<file path="src/rtl/can_mac_pkg.sv">
// rtl/can_mac_pkg.sv - shared types and constants for the CAN receive MAC
package can_mac_pkg;

  typedef enum logic [3:0] {
    ST_INTEG,
    ST_IDLE,
    ST_ARB,
    ST_CTRL,
    ST_DATA,
    ST_CRC,
    ST_CRC_DELIM,
    ST_ACK,
    ST_ACK_DELIM,
    ST_EOF,
    ST_INTERMISSION,
    ST_ERROR
  } rx_state_t;

  typedef enum logic [2:0] {
    ERR_NONE        = 3'd0,
    ERR_STUFF       = 3'd1,
    ERR_FORM        = 3'd2,
    ERR_CRC         = 3'd3,
    ERR_UNSUPPORTED = 3'd4
  } err_code_t;

  localparam logic [14:0] CRC15_POLY = 15'h4599;
  localparam int CRC_W             = 15;
  localparam int ID_W              = 11;
  localparam int DLC_W             = 4;
  localparam int DATA_W            = 64;
  localparam int ARB_BITS          = 12;
  localparam int CTRL_BITS         = 6;
  localparam int STUFF_RUN         = 5;
  localparam int EOF_BITS          = 7;
  localparam int INTERMISSION_BITS = 3;
  localparam int IDLE_RUN          = 11;

endpackage

</file>
<file path="src/rtl/CRC_Unit.sv">
// rtl/CRC_Unit.sv - serial MSB-first CRC register with synchronous clear
module CRC_Unit #(
  parameter int              WIDTH = 15,
  parameter logic [WIDTH-1:0] POLY = 15'h4599
) (
  input  logic             clk,
  input  logic             rst,
  input  logic             clr,
  input  logic             shift,
  input  logic             din,
  output logic [WIDTH-1:0] crc
);

  logic fb;

  assign fb = din ^ crc[WIDTH-1];

  always_ff @(posedge clk) begin
    if (rst || clr) begin
      crc <= '0;
    end else if (shift) begin
      crc <= {crc[WIDTH-2:0], 1'b0} ^ ({WIDTH{fb}} & POLY);
    end
  end

endmodule

</file>
<file path="src/rtl/can_mac_rx_destuffer.sv">
// rtl/can_mac_rx_destuffer.sv - removes CAN stuff bits and flags stuff violations
module can_mac_rx_destuffer
  import can_mac_pkg::*;
(
  input  logic clk,
  input  logic rst,
  input  logic en,
  input  logic restart,
  input  logic active,
  input  logic bit_in,
  output logic bit_out,
  output logic valid,
  output logic stuff_err
);

  logic       last_level;
  logic [2:0] run_cnt;
  logic       stuff_slot;

  assign stuff_slot = (run_cnt == 3'(STUFF_RUN));
  assign bit_out    = bit_in;
  assign valid      = en && active && !stuff_slot;
  assign stuff_err  = en && active && stuff_slot && (bit_in == last_level);

  // SOF itself is dominant and opens the first run; a stuff bit starts a new run
  always_ff @(posedge clk) begin
    if (rst) begin
      last_level <= 1'b1;
      run_cnt    <= '0;
    end else if (en) begin
      if (restart) begin
        last_level <= 1'b0;
        run_cnt    <= 3'd1;
      end else if (active) begin
        if (stuff_slot || (bit_in != last_level)) begin
          last_level <= bit_in;
          run_cnt    <= 3'd1;
        end else begin
          run_cnt <= run_cnt + 3'd1;
        end
      end
    end
  end

endmodule

</file>
<file path="src/rtl/can_mac_rx.sv">
// rtl/can_mac_rx.sv - CAN 2.0A receive MAC; ACK driving enabled by CAN_RX_ACK_EN
module can_mac_rx
  import can_mac_pkg::*;
#(
  parameter int CLK_FREQ_HZ = 16_000_000
) (
  input  logic        clk,
  input  logic        rst,
  input  logic        can_clk_en,
  input  logic        can_rx,
  output logic        ack_drive,
  output logic        ind_valid,
  output logic [10:0] ind_identifier,
  output logic        ind_rtr,
  output logic [3:0]  ind_dlc,
  output logic [63:0] ind_data,
  output logic        err_valid,
  output logic [2:0]  err_code,
  output logic        rx_busy
);

`ifdef CAN_RX_ACK_EN
  localparam bit ACK_EN = 1'b1;
`else
  localparam bit ACK_EN = 1'b0;
`endif

  if (CLK_FREQ_HZ <= 0) begin : g_freq_check
    $error("CLK_FREQ_HZ must be positive");
  end

  rx_state_t         state;
  logic [6:0]        bit_cnt;
  logic [6:0]        data_bits;
  logic [ID_W-1:0]   id_sr;
  logic              rtr_r;
  logic [DLC_W-1:0]  dlc_sr;
  logic [DLC_W-1:0]  dlc_next;
  logic [DATA_W-1:0] data_sr;
  logic [CRC_W-2:0]  crc_rx;
  logic              crc_ok;
  logic [CRC_W-1:0]  crc_calc;
  logic              ds_bit, ds_valid, ds_err, ds_active;
  logic              sof, crc_shift;
  logic              err_now;
  err_code_t         err_sel;

  assign ds_active = state inside {ST_ARB, ST_CTRL, ST_DATA, ST_CRC};
  assign sof       = can_clk_en && !can_rx && (state inside {ST_IDLE, ST_INTERMISSION});
  assign crc_shift = ds_valid && (state inside {ST_ARB, ST_CTRL, ST_DATA});
  assign dlc_next  = {dlc_sr[DLC_W-2:0], ds_bit};
  assign rx_busy   = !(state inside {ST_IDLE, ST_INTEG});

  can_mac_rx_destuffer u_destuffer (
    .clk      (clk),
    .rst      (rst),
    .en       (can_clk_en),
    .restart  (sof),
    .active   (ds_active),
    .bit_in   (can_rx),
    .bit_out  (ds_bit),
    .valid    (ds_valid),
    .stuff_err(ds_err)
  );

  CRC_Unit #(.WIDTH(CRC_W), .POLY(CRC15_POLY)) u_crc (
    .clk  (clk),
    .rst  (rst),
    .clr  (sof),
    .shift(crc_shift),
    .din  (ds_bit),
    .crc  (crc_calc)
  );

  always_comb begin
    err_now = 1'b0;
    err_sel = ERR_NONE;
    if (ds_err) begin
      err_now = 1'b1;
      err_sel = ERR_STUFF;
    end else if (can_clk_en) begin
      case (state)
        ST_CTRL: if (ds_valid && bit_cnt == 7'd0 && ds_bit) begin
          err_now = 1'b1;
          err_sel = ERR_UNSUPPORTED;
        end
        ST_CRC_DELIM, ST_EOF: if (!can_rx) begin
          err_now = 1'b1;
          err_sel = ERR_FORM;
        end
        // a bad delimiter outranks the CRC verdict
        ST_ACK_DELIM: if (!can_rx || !crc_ok) begin
          err_now = 1'b1;
          err_sel = !can_rx ? ERR_FORM : ERR_CRC;
        end
        default: ;
      endcase
    end
  end

  always_ff @(posedge clk) begin
    if (rst) begin
      state <= ST_INTEG;  bit_cnt <= '0;  data_bits <= '0;
      id_sr <= '0;  rtr_r <= 1'b0;  dlc_sr <= '0;  data_sr <= '0;
      crc_rx <= '0;  crc_ok <= 1'b0;  ack_drive <= 1'b0;
      ind_valid <= 1'b0;  ind_identifier <= '0;  ind_rtr <= 1'b0;
      ind_dlc <= '0;  ind_data <= '0;  err_valid <= 1'b0;  err_code <= '0;
    end else begin
      ind_valid <= 1'b0;
      err_valid <= 1'b0;
      if (err_now) begin
        state     <= ST_ERROR;
        bit_cnt   <= '0;
        err_valid <= 1'b1;
        err_code  <= err_sel;
        ack_drive <= 1'b0;
      end else if (can_clk_en) begin
        case (state)
          ST_INTEG, ST_ERROR: begin
            if (!can_rx) bit_cnt <= '0;
            else if (bit_cnt == 7'(IDLE_RUN - 1)) begin
              state   <= ST_IDLE;
              bit_cnt <= '0;
            end else bit_cnt <= bit_cnt + 7'd1;
          end
          ST_IDLE, ST_INTERMISSION: begin
            if (!can_rx) begin
              state <= ST_ARB;  bit_cnt <= '0;  data_bits <= '0;
              id_sr <= '0;  rtr_r <= 1'b0;  dlc_sr <= '0;  data_sr <= '0;
              crc_rx <= '0;  crc_ok <= 1'b0;
            end else if (state == ST_INTERMISSION) begin
              if (bit_cnt == 7'(INTERMISSION_BITS - 1)) begin
                state   <= ST_IDLE;
                bit_cnt <= '0;
              end else bit_cnt <= bit_cnt + 7'd1;
            end
          end
          ST_ARB: if (ds_valid) begin
            if (bit_cnt == 7'(ARB_BITS - 1)) begin
              rtr_r   <= ds_bit;
              state   <= ST_CTRL;
              bit_cnt <= '0;
            end else begin
              id_sr   <= {id_sr[ID_W-2:0], ds_bit};
              bit_cnt <= bit_cnt + 7'd1;
            end
          end
          ST_CTRL: if (ds_valid) begin
            if (bit_cnt == 7'(CTRL_BITS - 1)) begin
              dlc_sr    <= dlc_next;
              data_bits <= (dlc_next > 4'd8) ? 7'd64 : {dlc_next, 3'b000};
              state     <= (rtr_r || dlc_next == 4'd0) ? ST_CRC : ST_DATA;
              bit_cnt   <= '0;
            end else begin
              if (bit_cnt >= 7'd2) dlc_sr <= dlc_next;
              bit_cnt <= bit_cnt + 7'd1;
            end
          end
          ST_DATA: if (ds_valid) begin
            data_sr <= {data_sr[DATA_W-2:0], ds_bit};
            if (bit_cnt == data_bits - 7'd1) begin
              state   <= ST_CRC;
              bit_cnt <= '0;
            end else bit_cnt <= bit_cnt + 7'd1;
          end
          ST_CRC: if (ds_valid) begin
            crc_rx <= {crc_rx[CRC_W-3:0], ds_bit};
            if (bit_cnt == 7'(CRC_W - 1)) begin
              crc_ok  <= ({crc_rx, ds_bit} == crc_calc);
              state   <= ST_CRC_DELIM;
              bit_cnt <= '0;
            end else bit_cnt <= bit_cnt + 7'd1;
          end
          ST_CRC_DELIM: begin
            state     <= ST_ACK;
            ack_drive <= ACK_EN && crc_ok;
          end
          ST_ACK: begin
            state     <= ST_ACK_DELIM;
            ack_drive <= 1'b0;
          end
          ST_ACK_DELIM: begin
            state   <= ST_EOF;
            bit_cnt <= '0;
          end
          ST_EOF: begin
            if (bit_cnt == 7'(EOF_BITS - 1)) begin
              ind_valid      <= 1'b1;
              ind_identifier <= id_sr;
              ind_rtr        <= rtr_r;
              ind_dlc        <= dlc_sr;
              ind_data       <= data_sr;
              state          <= ST_INTERMISSION;
              bit_cnt        <= '0;
            end else bit_cnt <= bit_cnt + 7'd1;
          end
          default: state <= ST_INTEG;
        endcase
      end
    end
  end

endmodule

</file>
<file path="config.mk">
export PLATFORM = sky130hd
export DESIGN_NAME = can_mac_rx
export DESIGN_NICKNAME = d
export VERILOG_FILES = /design/src/rtl/can_mac_pkg.sv /design/src/rtl/CRC_Unit.sv /design/src/rtl/can_mac_rx_destuffer.sv /design/src/rtl/can_mac_rx.sv
export SDC_FILE = /design/constraint.sdc
export NUM_CORES = 1
export LEC_CHECK = 0
export ABC_AREA = 1
export CAP_MARGIN = 20
export CORE_MARGIN = 2
export CORE_UTILIZATION = 40
export DETAILED_ROUTE_END_ITERATION = 8
export HOLD_SLACK_MARGIN = 0.1
export PLACE_DENSITY = 0.6
export SKIP_CTS_REPAIR_TIMING = 1
export SYNTH_ARGS = -nofsm -noshare
export SYNTH_HDL_FRONTEND = slang
export SYNTH_SLANG_ARGS = --single-unit
</file>
<file path="constraint.sdc">
create_clock -name clk -period 5 [get_ports clk]
set_input_delay 1 -clock clk [delete_from_list [all_inputs] [get_ports clk]]
set_output_delay 1 -clock clk [all_outputs]
set_load 0.02 [all_outputs]
</file>
# [Word level (Yosys, flattened, before mapping)]
# Index checks and enable logic that the tools add are counted.
[op_classes] mux=81 eq_ne=51 order_cmp=2 n_addsub=3 bitwise=5 n_reduce_logical=50
[ops] cell="$mux W64" count=2
[ops] cell="$pmux W64 S2" count=1
[ops] cell="$mux W7" count=18
[ops] cell="$mux W4" count=20
[ops] cell="$pmux W7 S8" count=1
[ops] cell="$pmux W4 S10" count=1
[ops] cell="$mux W11" count=3
[ops] cell="$reduce_and A6 Y1" count=5
[ops] cell="$mux W14" count=2
[ops] cell="$pmux W14 S2" count=1
[ops] cell="$reduce_and A14 Y1" count=2
[ops] cell="$ne A3 B3 Y1 const B" count=9
[ops] cell="$pmux W11 S2" count=1
[ops] cell="$eq A7 B4 Y1 const B" count=3
[ops] cell="$mux W3" count=6
[ops] cell="$ne A2 B2 Y1 const B" count=9
[ops] cell="$reduce_bool A2 Y1" count=9
[ops] cell="$mux W1" count=17
[ops] cell="$eq A4 B3 Y1 const B" count=4
[ops] cell="$eq A4 B4 Y1 const B" count=4
[ops] cell="$eq A15 B15 Y1" count=1
[ops] cell="$xor A15 B15 Y15" count=1
[ops] cell="$eq A7 B3 Y1 const B" count=2
[ops] cell="$pmux W7 S2" count=1
[ops] cell="other kinds (38)" count=69
[totals] output_inout_bits=87 in_bits=4 register_bits=217 word_cells=212

# [Longest topological paths before layout]
# Gate-level depths: netlist (run 1).
[depth] depth_word=12 ltp_mapped=15 depth_no_buf=15

# [Hierarchy]
# A second synthesis (run 1) with hierarchy kept.
[hier_totals] hier_cells=1324 hier_area_um2=9584.2
[modules_own_cells] mod="can_mac_rx" instances=1 seq_area_each_um2=3903.7 cells_per_inst=1190 area_each_um2=8627.0
[modules_own_cells] mod="CRC_Unit" instances=1 seq_area_each_um2=300.3 cells_per_inst=93 area_each_um2=689.4
[modules_own_cells] mod="can_mac_rx_destuffer" instances=1 seq_area_each_um2=80.1 cells_per_inst=41 area_each_um2=267.8

# [Least setup slack after synthesis (run 1)]
# No wires, ideal clock.
[synth_path] path_kind="in2reg" start="input can_rx" end="register id_sr[10]" setup_ns=0.114 path_buffers=2 slack_ns=2.760 t_arrival_ns=2.126 required_ns=4.886 stages=9 cell_sequence="buf_2 -> nand2_1 -> nand3_2 -> nand2_1 -> nor2_4 -> nand3_4 -> buf_4 -> a21oi_1 -> nor2_1"
[synth_via] elab_chain_len=8 elab_cells_between_ends=14 classes_between="eq/ne: 2; mux: 6; bitwise: 1; reduce/logical: 5"
[synth_lines] item="start, declared" line_no="can_mac_rx.sv:10" source="input logic can_rx,"
[synth_lines] item="$logic_not A1 Y1"
[synth_lines] item="$logic_or A1 B1 Y1" line_no="can_mac_rx.sv:92" source="ST_ACK_DELIM: if (!can_rx || !crc_ok) begin"
[synth_lines] item="$mux W1" line_no="can_mac_rx.sv:92"
[synth_lines] item="$pmux W1 S3" line_no="can_mac_rx.sv:82" source="case (state)"
[synth_lines] item="$mux W1" line_no="can_mac_rx.sv:81" source="end else if (can_clk_en) begin"
[synth_lines] item="$mux W1" line_no="can_mac_rx.sv:78" source="if (ds_err) begin"
[synth_lines] item="$not A1 Y1 (no line)"
[synth_lines] item="$reduce_and A6 Y1 (no line) (*)"
[synth_lines] item="end signal, assigned" line_no="can_mac_rx.sv:144" source="id_sr <= {id_sr[ID_W-2:0], ds_bit};"
[synth_lines] item="end, declared" line_no="can_mac_rx.sv:35" source="logic [ID_W-1:0] id_sr;"
# Every way passes the cells marked *; elsewhere a longest branch is shown, timed or not.
# A chain may end at the register's enable or synchronous reset.

# [Worst setup path in the final report (run 1)]
[layout_path] start="input can_rx" end="register ind_data[1]"
[layout_via] elab_chain_len=8 elab_cells_between_ends=13 classes_between="eq/ne: 1; mux: 6; bitwise: 1; reduce/logical: 5"
[layout_lines] item="$logic_not A1 Y1"
[layout_lines] item="$logic_or A1 B1 Y1" line_no="can_mac_rx.sv:92"
[layout_lines] item="$mux W1" line_no="can_mac_rx.sv:92"
[layout_lines] item="$pmux W1 S3" line_no="can_mac_rx.sv:82"
[layout_lines] item="$mux W1" line_no="can_mac_rx.sv:81"
[layout_lines] item="$mux W1 (*)" line_no="can_mac_rx.sv:78"
[layout_lines] item="$not A1 Y1 (no line) (*)"
[layout_lines] item="$reduce_and A4 Y1 (no line) (*)"
[layout_lines] item="end signal, assigned" line_no="can_mac_rx.sv:192" source="ind_data <= data_sr;"
[layout_lines] item="end, declared" line_no="can_mac_rx.sv:16" source="output logic [63:0] ind_data,"
# Marked as above.

==> metrics.md, run 1 <==
| Metric | Value |
|---|---|
| Outcome | finished clean |
| Register-to-Register Path Depth | 10 |
| First-pass GRT wire length | 36.97 mm |
| Min-delay src | u_destuffer.run_cnt[2] |
| Top cell type by total area after synthesis | dfxtp_1 |
| Total core area | 22570 sq um |
| YS warnings | 0 |
| Final Util | 48.32% |
| Critical R2R Launch | state[2] |
| CTS tree | done |
| FMAX | 298.0 MHz |
| Crit path time final | 3356 ps |
| Antenna violations before repair | 0 |
| Global route overflow | 0 |
| Hold Path Cell Cnt | 1 |
| Clock transition at path regs | 60 ps |
| Finished Layout Cells | 1588 |
| Vias per cell | 5.140 |
| Port bufs | 89 |
| Most frequent cells in the layout | nor2_1 (242), nand2_1 (217), dfxtp_1 (214) |
| Seq/Total Area, Yosys | between 40% and 50% |
| Row count | 55 |
| Pins Over Slew Limit | 0 |
| Metal3 WL | approximately 1.2 mm |
| Final period utilization | between 60% and 70% |
| WL met1 | roughly 11 mm |
| WP data arrival | 3760 ps |
| Mapped Avg Cell Area | 7.390 sq um |
| Clk sink count | 214 |
| Reg2Reg Setup Slack | 2290 ps |
| Fin area | 10910 sq um |
| Hold Crit Class | flip-flop to flip-flop |
| WP data required | 5410 ps |
| Vias in the first global route | 7337 |
| Worst Tran Pin Value | between 800 and 900 ps |
| Chip Height | about 160 microns |
| Final setup vio count | 0 |
| Overall routed net length | 22.21 mm |
| Final worst slack | 1645 ps |
| Area after DPL | 10100 sq um |
| Critical path class | input pin to flip-flop |
| Root buf cell | clkbuf_16 |
| Placement Setup Slack | 1120 ps |
| CP Max Fanout | 49 |
| DR vias | 8162 |
| DIE AREA | 24170 sq um |
| Cell variety after synth | 38 |
| Type of origin of the critical path | input pin |
| Post-DP HPWL | 13.86 mm |
| Syn Std Cell Area | 9179 sq um |
| Worst setup path startpoint | can_rx |
| H-tree levels | 1 |
| Routability Congestion | 0.8726 |
| Starting Density | 40.67% |
| Area grow syn2layout | 18.82% |
| Tot Pwr | 4.435 mW |
| Hold WS | 449.6 ps |
| Max IR drop VDD | 0.2670 mV |
| DR pass1 iterations | 5 |
| Yosys reg bits | approximately 210 |
| Overall Global Routing Usage | 18.11% |
| Worst Skew | 13.62 ps |
| DRC marker count from the first detailed-route iteration | 586 |
| Max cap viols | 0 |
| Most common cell after layout, fill and taps aside | nor2_1 |
| Synth area leaders | dfxtp_1 (47%), nor2_1 (9.9%), nand2_1 (8.9%) |
| Placed insts | between 1500 and 2000 |
| Max-Slew Margin vs Limit | 40.14% |
| Residual DRC | 0 |
| Setup TNS | 0 ps |
| Yosys top cell area share | 46.67% |
| Share of layout cells above drive strength 1 | 6.140% |
| # diodes | 0 |
| Pin count of the biggest net entering global routing | 82 |
| Leakage | 4.053 nW |
| WL/cell | 13.98 microns |
| Final count of hold timing violations | 0 |
| Met2 wire length | 9.851 mm |
| RSZ-0062 raised after global routing | no |
| CTS buffer count | 24 |
| IO Pins | 91 |
| Max clock buf depth | 3 |
| Antenna Nets Post-Route | 0 |
| Power per cell area | 406.6 nW/um^2 |
| Mapped Nets | 1253 |
| Die X | 155.5 microns |
| Clock latency on the worst-skew pair | between 500 and 600 ps |
| CP Capture Type | flip-flop |
| Final nets | approximately 1300 |
| Post-Syn Instances | 1242 |
| Max Used Layer | met4 |
-- cells in the mapped netlist, drive strengths merged --
library cell	count
xnor2	16
nor3b	1
o21ai	113
nand3b	2
nand2	225
a31oi	1
nand3	31
xor2	7
dfxtp	214
clkbuf	32
o31ai	1
o2111ai	1
nand4	88
o211ai	1
buf	47
nor4	1
conb	1
ha	7
nor3	6
a211oi	7
nor2	248
inv	71
a21oi	121
-- cell families (layout without fill, tap and decap cells) --
family / count (synthesis) / after routing / share of synthesized area (%)
adder cells (fa/ha/maj): 7 / 7 / 0.9542
buffers and inverters: 150 / 211 / 7.388
other: 1 / 1 / 0.04085
flip-flops: 214 / 214 / 46.67
AO/OA/AOI/OAI: 245 / 245 / 13.96
XOR/XNOR: 23 / 23 / 2.195
AND/OR/NAND/NOR: 602 / 602 / 28.79
-- flip-flops by register name, summed over array words and instances (netlist names) --
signal                  cells
bit_cnt                     7
crc_ok                      1
crc_rx                     14
data_bits                   4
data_sr                    64
dlc_sr                      4
err_code                    3
err_valid                   1
id_sr                      11
ind_data                   64
ind_dlc                     4
ind_identifier             11
ind_rtr                     1
ind_valid                   1
rtr_r                       1
state                       4
u_crc.crc                  15
u_destuffer.last_level      1
u_destuffer.run_cnt         3
-- per-layer routing --
layer,vias to the layer above,global-route usage [%]
li1,4206,-
met1,3751,25.74
met2,182,29.16
met3,23,2.953
met4,0,3.626
met5,-,0
-- worst max-delay path: stages --
cell	delay [ps]
clkdlybuf4s50_1	810
xnor2_1	200
nand4_1	210
nand2_1	120
nor2_4	420
nand2_8	260
buf_4	360
o21ai_0	260
nor2_1	70
-- area by class of cell --
type,count,area (sq um)
clock buffer,35,701.9
clock inverter,7,101.3
fill,2245,11660
inverter,71,271.5
multi-input combinational,878,4228
sequential,214,4284
tap,285,356.6
timing repair buffer,98,963.4
-- path summary, 6_finish.rpt --
check                                 to
setup reg to reg             data_sr[47]
setup / recovery             ind_data[1]
hold / removal    u_destuffer.run_cnt[2]
hold reg to reg   u_destuffer.run_cnt[2]
-- power by group --
part | switching [mW] | internal (mW)
registers | 0.0664 | 1.76
logic | 0.597 | 0.235
clock network | 0.699 | 1.07
No activity file was read; power rests on OpenSTA's default activity.
==> run 2, diff against run 1 <==
==> constraint.sdc (replaced) <==
create_clock -name clk -period 3.2 [get_ports clk]
set_input_delay 0.64 -clock clk [delete_from_list [all_inputs] [get_ports clk]]
set_output_delay 0.64 -clock clk [all_outputs]
set_load 0.02 [all_outputs]
==> run 2 against run 1 <==
  * Combinational power increased by 56%
  * Final area is 0.20% higher
  * Register-to-register slack worse by 1400 ps
  * Via count down 0.66%
  * Sequential share of layout area fell by 0.077 points
  * Global-route usage down 0.050 points
  * Critical path type unchanged
  * Critical endpoint is now ind_data[51]
  * Largest cell class unchanged
==> metrics.md, run 2 (synthesis gave the netlist of run 1 again) <==
| Metric | Value |
|---|---|
| Final Util | 48.41% |
| Buf/Inv on CP | 2 |
| Max clock buf depth | 3 |
| CTS buffer count | 24 |
| Clock latency on the worst-skew pair | 520 ps |
| DR vias | 8108 |
| Fin area | between 10000 and 15000 sq um |
| Area grow syn2layout | 19.06% |
| Finished Layout Cells | ~1600 |
| Chip Height | 155.5 microns |
| Crit path time final | 2457 ps |
| Area after DPL | around 10000 sq um |
| Leakage | a little over 4 nW |
| FMAX | 406.9 MHz |
| CP Max Fanout | 80 |
| Vias in the first global route | 7615 |
| Clock transition at path regs | 60 ps |
| Worst Skew | 19.67 ps |
| Root buf cell | clkbuf_16 |
| Overall routed net length | 22.01 mm |
| DRC marker count from the first detailed-route iteration | 525 |
| Final setup vio count | 0 |
| Critical R2R Launch | u_destuffer.run_cnt[1] |
| Pins Over Slew Limit | 0 |
| Port bufs | 89 |
| Reg2Reg Setup Slack | 850 ps |
| CTS tree | done |
| First-pass GRT wire length | about 37 mm |
| Post-DP HPWL | 13.60 mm |
| Vias per cell | 5.087 |
| Most frequent cells in the layout | nor2_1 (243), nand2_1 (217), dfxtp_1 (214) |
| CP Capture Type | flip-flop |
| Hold Path Sink | u_destuffer.run_cnt[2] |
| Hold WS | approximately 450 ps |
| Max-Slew Margin vs Limit | a little under half |
| Routability Congestion | 0.8744 |
| Residual DRC | 0 |
| WP data arrival | 2910 ps |
| Row count | 55 |
| Worst reg2reg path endpoint | ind_data[51] |
| Register-to-Register Path Depth | 11 |
| Pin count of the biggest net entering global routing | 103 |
| Final period utilization | between 70% and 80% |
| Die X | 155.5 microns |
| Most frequent CP cell | nor2_1 |
| Global route overflow | 0 |
| IO Pins | 91 |
| Placed insts | between 1500 and 2000 |
| H-tree levels | 1 |
| DIE AREA | between 20000 and 25000 sq um |
| Share of layout cells above drive strength 1 | 6.494% |
| Power per cell area | ~600 nW/um^2 |
| Antenna violations before repair | 0 |
| Outcome | finished clean |
| Final count of hold timing violations | 0 |
| Max cap viols | 0 |
| DR pass1 iterations | 4 |
| Placement Setup Slack | 245.9 ps |
| Total core area | 22570 sq um |
| CP max stage delay | 620 ps |
| # diodes | 0 |
| Worst Tran Pin Value | 799.7 ps |
| WP data required | around 3700 ps |
| Max IR drop VDD | roughly 0.44 mV |
| WL/cell | about 14 microns |
| Type of origin of the critical path | input pin |
| Clk sink count | 214 |
| Min-delay src | u_destuffer.run_cnt[2] |
| Antenna Nets Post-Route | 0 |
| Critical path class | input pin to flip-flop |
| Hold Crit Class | flip-flop to flip-flop |
| Most common cell after layout, fill and taps aside | nor2_1 |
| Crit path max-delay cell type | clkdlybuf4s50_1 |
| Hold Path Cell Cnt | 1 |
| Starting Density | 40.67% |
| Crit-path cells | clkdlybuf4s50_1 > xnor2_1 > nand4_1 > nand2_1 > nor2_4 > nand2_8 > inv_6 > nor2_1 > nor2_1 |
| Final worst slack | 742.7 ps |
| Final nets | roughly 1300 |
| CP top delay family | buffers and inverters |
| RSZ-0062 raised after global routing | no |
| Tot Pwr | between 6 and 7 mW |
| Biggest regs | data_sr (64), ind_data (64), u_crc.crc (15) |
| Setup TNS | 0 ps |
| Overall Global Routing Usage | 18.06% |
==> run 2: cell type report <==
| type | instances | area, sq um |
|---|---|---|
| tap | 285 | 356.6 |
| inverter | 71 | 271.5 |
| clock buffer | 35 | 701.9 |
| multi-input combinational | 878 | 4225 |
| sequential | 214 | 4284 |
| clock inverter | 6 | 47.55 |
| fill | 2263 | 11640 |
| timing repair buffer | 105 | 1041 |
==> run 2: worst register-to-register path, stage by stage, from the launching register on <==
cell and delay (ps):
dfxtp_1 350, inv_1 50, ha_1 170, nand2_1 190, inv_1 60, nand4_1 130, nand2_1 110, nor2_4 330
nand2_8 170, inv_6 480, nor2_1 140, nor2_1 120
==> run 2: worst max path at each step <==
stage / start / endpoint / slack, ps / cells past startpoint
CTS: can_rx / ind_data[51] / 760 / 9
detailed placement: can_rx / ind_data[51] / 250 / 9
global placement: can_rx / ind_data[53] / 310 / 9
finish: can_rx / ind_data[51] / 740 / 9
floorplan: can_rx / id_sr[10] / 1320 / 9
global route: can_rx / ind_data[11] / 540 / 9
==> run 2: report_power, final <==
| part | switching, mW | internal (mW) | leakage [nW] | total, mW |
|---|---|---|---|---|
| sequential | 0.104 | 2.76 | 1.72 | 2.86 |
| combinational | 0.921 | 0.375 | 1.98 | 1.30 |
| clock | 1.07 | 1.52 | 0.368 | 2.59 |
==> run 2: metal layers <==
metal  track usage, %  part of all wire (%)
met3            2.897                   4.6
met5                0                     0
met4            4.194                   1.8
met2            29.62                    45
met1            25.05                    49
==> run 3, diff against run 2 <==
--- a/config.mk
+++ b/config.mk
@@ -11,7 +11,7 @@
 export CORE_UTILIZATION = 40
 export DETAILED_ROUTE_END_ITERATION = 8
 export HOLD_SLACK_MARGIN = 0.1
-export PLACE_DENSITY = 0.6
+export PLACE_DENSITY = 0.63
 export SKIP_CTS_REPAIR_TIMING = 1
 export SYNTH_ARGS = -nofsm -noshare
 export SYNTH_HDL_FRONTEND = slang
==> constraint.sdc (replaced) <==
create_clock -name clk -period 2.1 [get_ports clk]
set_input_delay 0.42 -clock clk [delete_from_list [all_inputs] [get_ports clk]]
set_output_delay 0.42 -clock clk [all_outputs]
set_load 0.02 [all_outputs]
==> run 3 against run 2 <==
  * Worst hold slack worse by 80 ps
  * Register-to-register slack worse by 740 ps
  * Power is 58% higher
  * Combinational power is 74% higher
  * Via count is 3.1% higher
  * First-iteration DRC count is 15% higher
  * Final area is 4.7% higher
  * Clock skew is 10 ps lower
  * Die area stayed put
  * Setup slack worse by 640 ps
  * Sequential power is 52% higher
  * Cell count is 2.3% higher
  * Critical path type is now flip-flop to flip-flop
  * Largest power group unchanged
==> metrics.md, run 3 (synthesis gave the netlist of run 1 again) <==
| Metric | Value |
|---|---|
| DRC marker count from the first detailed-route iteration | 604 |
| Clock transition at path regs | 60 ps |
| DIE AREA | 24170 sq um |
| Most common cell after layout, fill and taps aside | nor2_1 |
| Pins Over Slew Limit | 0 |
| Crit path max-delay cell type | dfxtp_2 |
| Outcome | finished clean |
| Port bufs | between 80 and 90 |
| CP max stage delay | around 340 ps |
| Placed insts | 1585 |
| Final period utilization | between 90% and 100% |
| Crit-path cells | inv_1 > nor2_4 > buf_4 > nand3b_1 > nand2_1 > nand3_2 > nand2_1 > nor2_4 > nand2_8 > buf_4 > inv_8 > nor2_1 > nor2_1 |
| DR vias | 8356 |
| Reg2Reg Setup Slack | roughly 110 ps |
| Register Area | about 4300 sq um |
| RSZ-0062 raised after global routing | yes |
| # fillers | 2163 |
| Overall routed net length | approximately 23 mm |
| Vias per cell | 5.123 |
| Metal3 WL | a little over 1 mm |
| Row count | 55 |
| CTS buffer count | 24 |
| Power per cell area | 929.5 nW/um^2 |
| Routability Congestion | between 0.9 and 1 |
| Final nets | 1345 |
| DR pass1 iterations | 5 |
| Min-delay src | can_clk_en |
| Critical path class | flip-flop to flip-flop |
| Worst Skew | 9.629 ps |
| Final setup vio count | 0 |
| IO Pins | 91 |
| Final count of hold timing violations | 0 |
| Starting Density | 40.67% |
| Crit path time final | between 1500 and 2000 ps |
| Post-DP HPWL | around 14 mm |
| CP Capture Type | flip-flop |
| Clock latency on the worst-skew pair | about 500 ps |
| Hold Path Cell Cnt | 3 |
| Most frequent cells in the layout | nor2_1 (237), nand2_1 (214), dfxtp_1 (210) |
| WL/cell | 13.89 microns |
| First-pass GRT wire length | 36.43 mm |
| WL met1 | roughly 11 mm |
| Root buf cell | clkbuf_16 |
| Area of the multi-input gates | between 4000 and 5000 sq um |
| Max clock buf depth | 3 |
| CTS tree | done |
| Global route overflow | 0 |
| Hold WS | 371.3 ps |
| Area grow syn2layout | 24.63% |
| Die X | 155.5 microns |
| Max cap viols | 0 |
| Tot Pwr | 10.63 mW |
| # diodes | 0 |
| Critical R2R Launch | state[3] |
| FMAX | 501.9 MHz |
| Type of origin of the critical path | flip-flop |
| H-tree levels | 1 |
| Register-to-Register Path Depth | 13 |
| Total core area | 22570 sq um |
| Leakage | between 4 and 5 nW |
| Met2 wire length | 10.52 mm |
| Share of layout cells above drive strength 1 | 10.62% |
| WP data required | 2540 ps |
| WP data arrival | 2430 ps |
| Antenna violations before repair | 0 |
| Antenna Nets Post-Route | 0 |
| Clk sink count | 214 |
| Vias in the first global route | 7542 |
| Residual DRC | 0 |
| Overall Global Routing Usage | between 10% and 20% |
| CP Max Fanout | 40 |
| Hold Crit Class | input pin to flip-flop |
| Chip Height | ~160 microns |
| Worst reg2reg path endpoint | ind_data[46] |
| Max IR drop VDD | 0.5426 mV |
| Biggest regs | data_sr (64), ind_data (64), u_crc.crc (15) |
| Pin count of the biggest net entering global routing | around 80 |
| Hold Path Sink | id_sr[8] |
| Finished Layout Cells | between 1500 and 2000 |
| Max Used Layer | met4 |
## run 3: worst max path at each step
stage / from / to / slack (ps)
final: state[3] / ind_data[46] / 110
after global routing: bit_cnt[6] / ind_data[18] / -60
after CTS: state[2] / rx_busy / -80
after detailed placement: can_rx / data_bits[5] / -280
after global placement: can_rx / ind_data[57] / -220
after floorplan: u_destuffer.run_cnt[1] / id_sr[10] / 340
## run 3: critical path: cells and delay by family, from the launching register on
family | cells | cell delay [ps]
buf+inv | 4 | 680
flops | 1 | 340
simple gates | 9 | 880
## run 3: report_power, final
| group | switching, mW | internal (mW) | leakage [nW] | total, mW |
|---|---|---|---|---|
| registers | 0.138 | 4.21 | 1.73 | 4.35 |
| logic | 1.51 | 0.748 | 2.25 | 2.26 |
| clock network | 1.56 | 2.47 | 0.374 | 4.03 |
## run 3: layout make-up
cell class / instances / area share (%)
Inverter: 71 / 2.559
Tap cell: 285 / 3.117
Clock buffer: 35 / 6.322
Timing Repair inverter: 1 / 0.09844
Sequential cell: 214 / 37.49
Timing Repair Buffer: 143 / 12.60
Multi-Input combinational cell: 879 / 37.44
Clock inverter: 3 / 0.3719
## run 3: routing by layer
| metal | global-route usage, % | up-vias |
|---|---|---|
| met4 | 4.456 | 0 |
| met5 | 0 | - |
| met1 | 24.31 | 3847 |
| met3 | 2.423 | 31 |
| met2 | 29.01 | 179 |
| li1 | - | 4299 |
## run 3: through the flow
stage	util [%]	worst slack [ps]	TNS (ps)	instance area (sq um)
after floorplan	-	340.1	0	9179
final	50.68	107.6	0	11440
after global placement	46.38	-220.6	-28150	10470
after detailed placement	46.38	-279.7	-32810	10470
after CTS	49.77	-76.30	-376.3	11230
after global routing	50.68	-58.14	-1755	11440
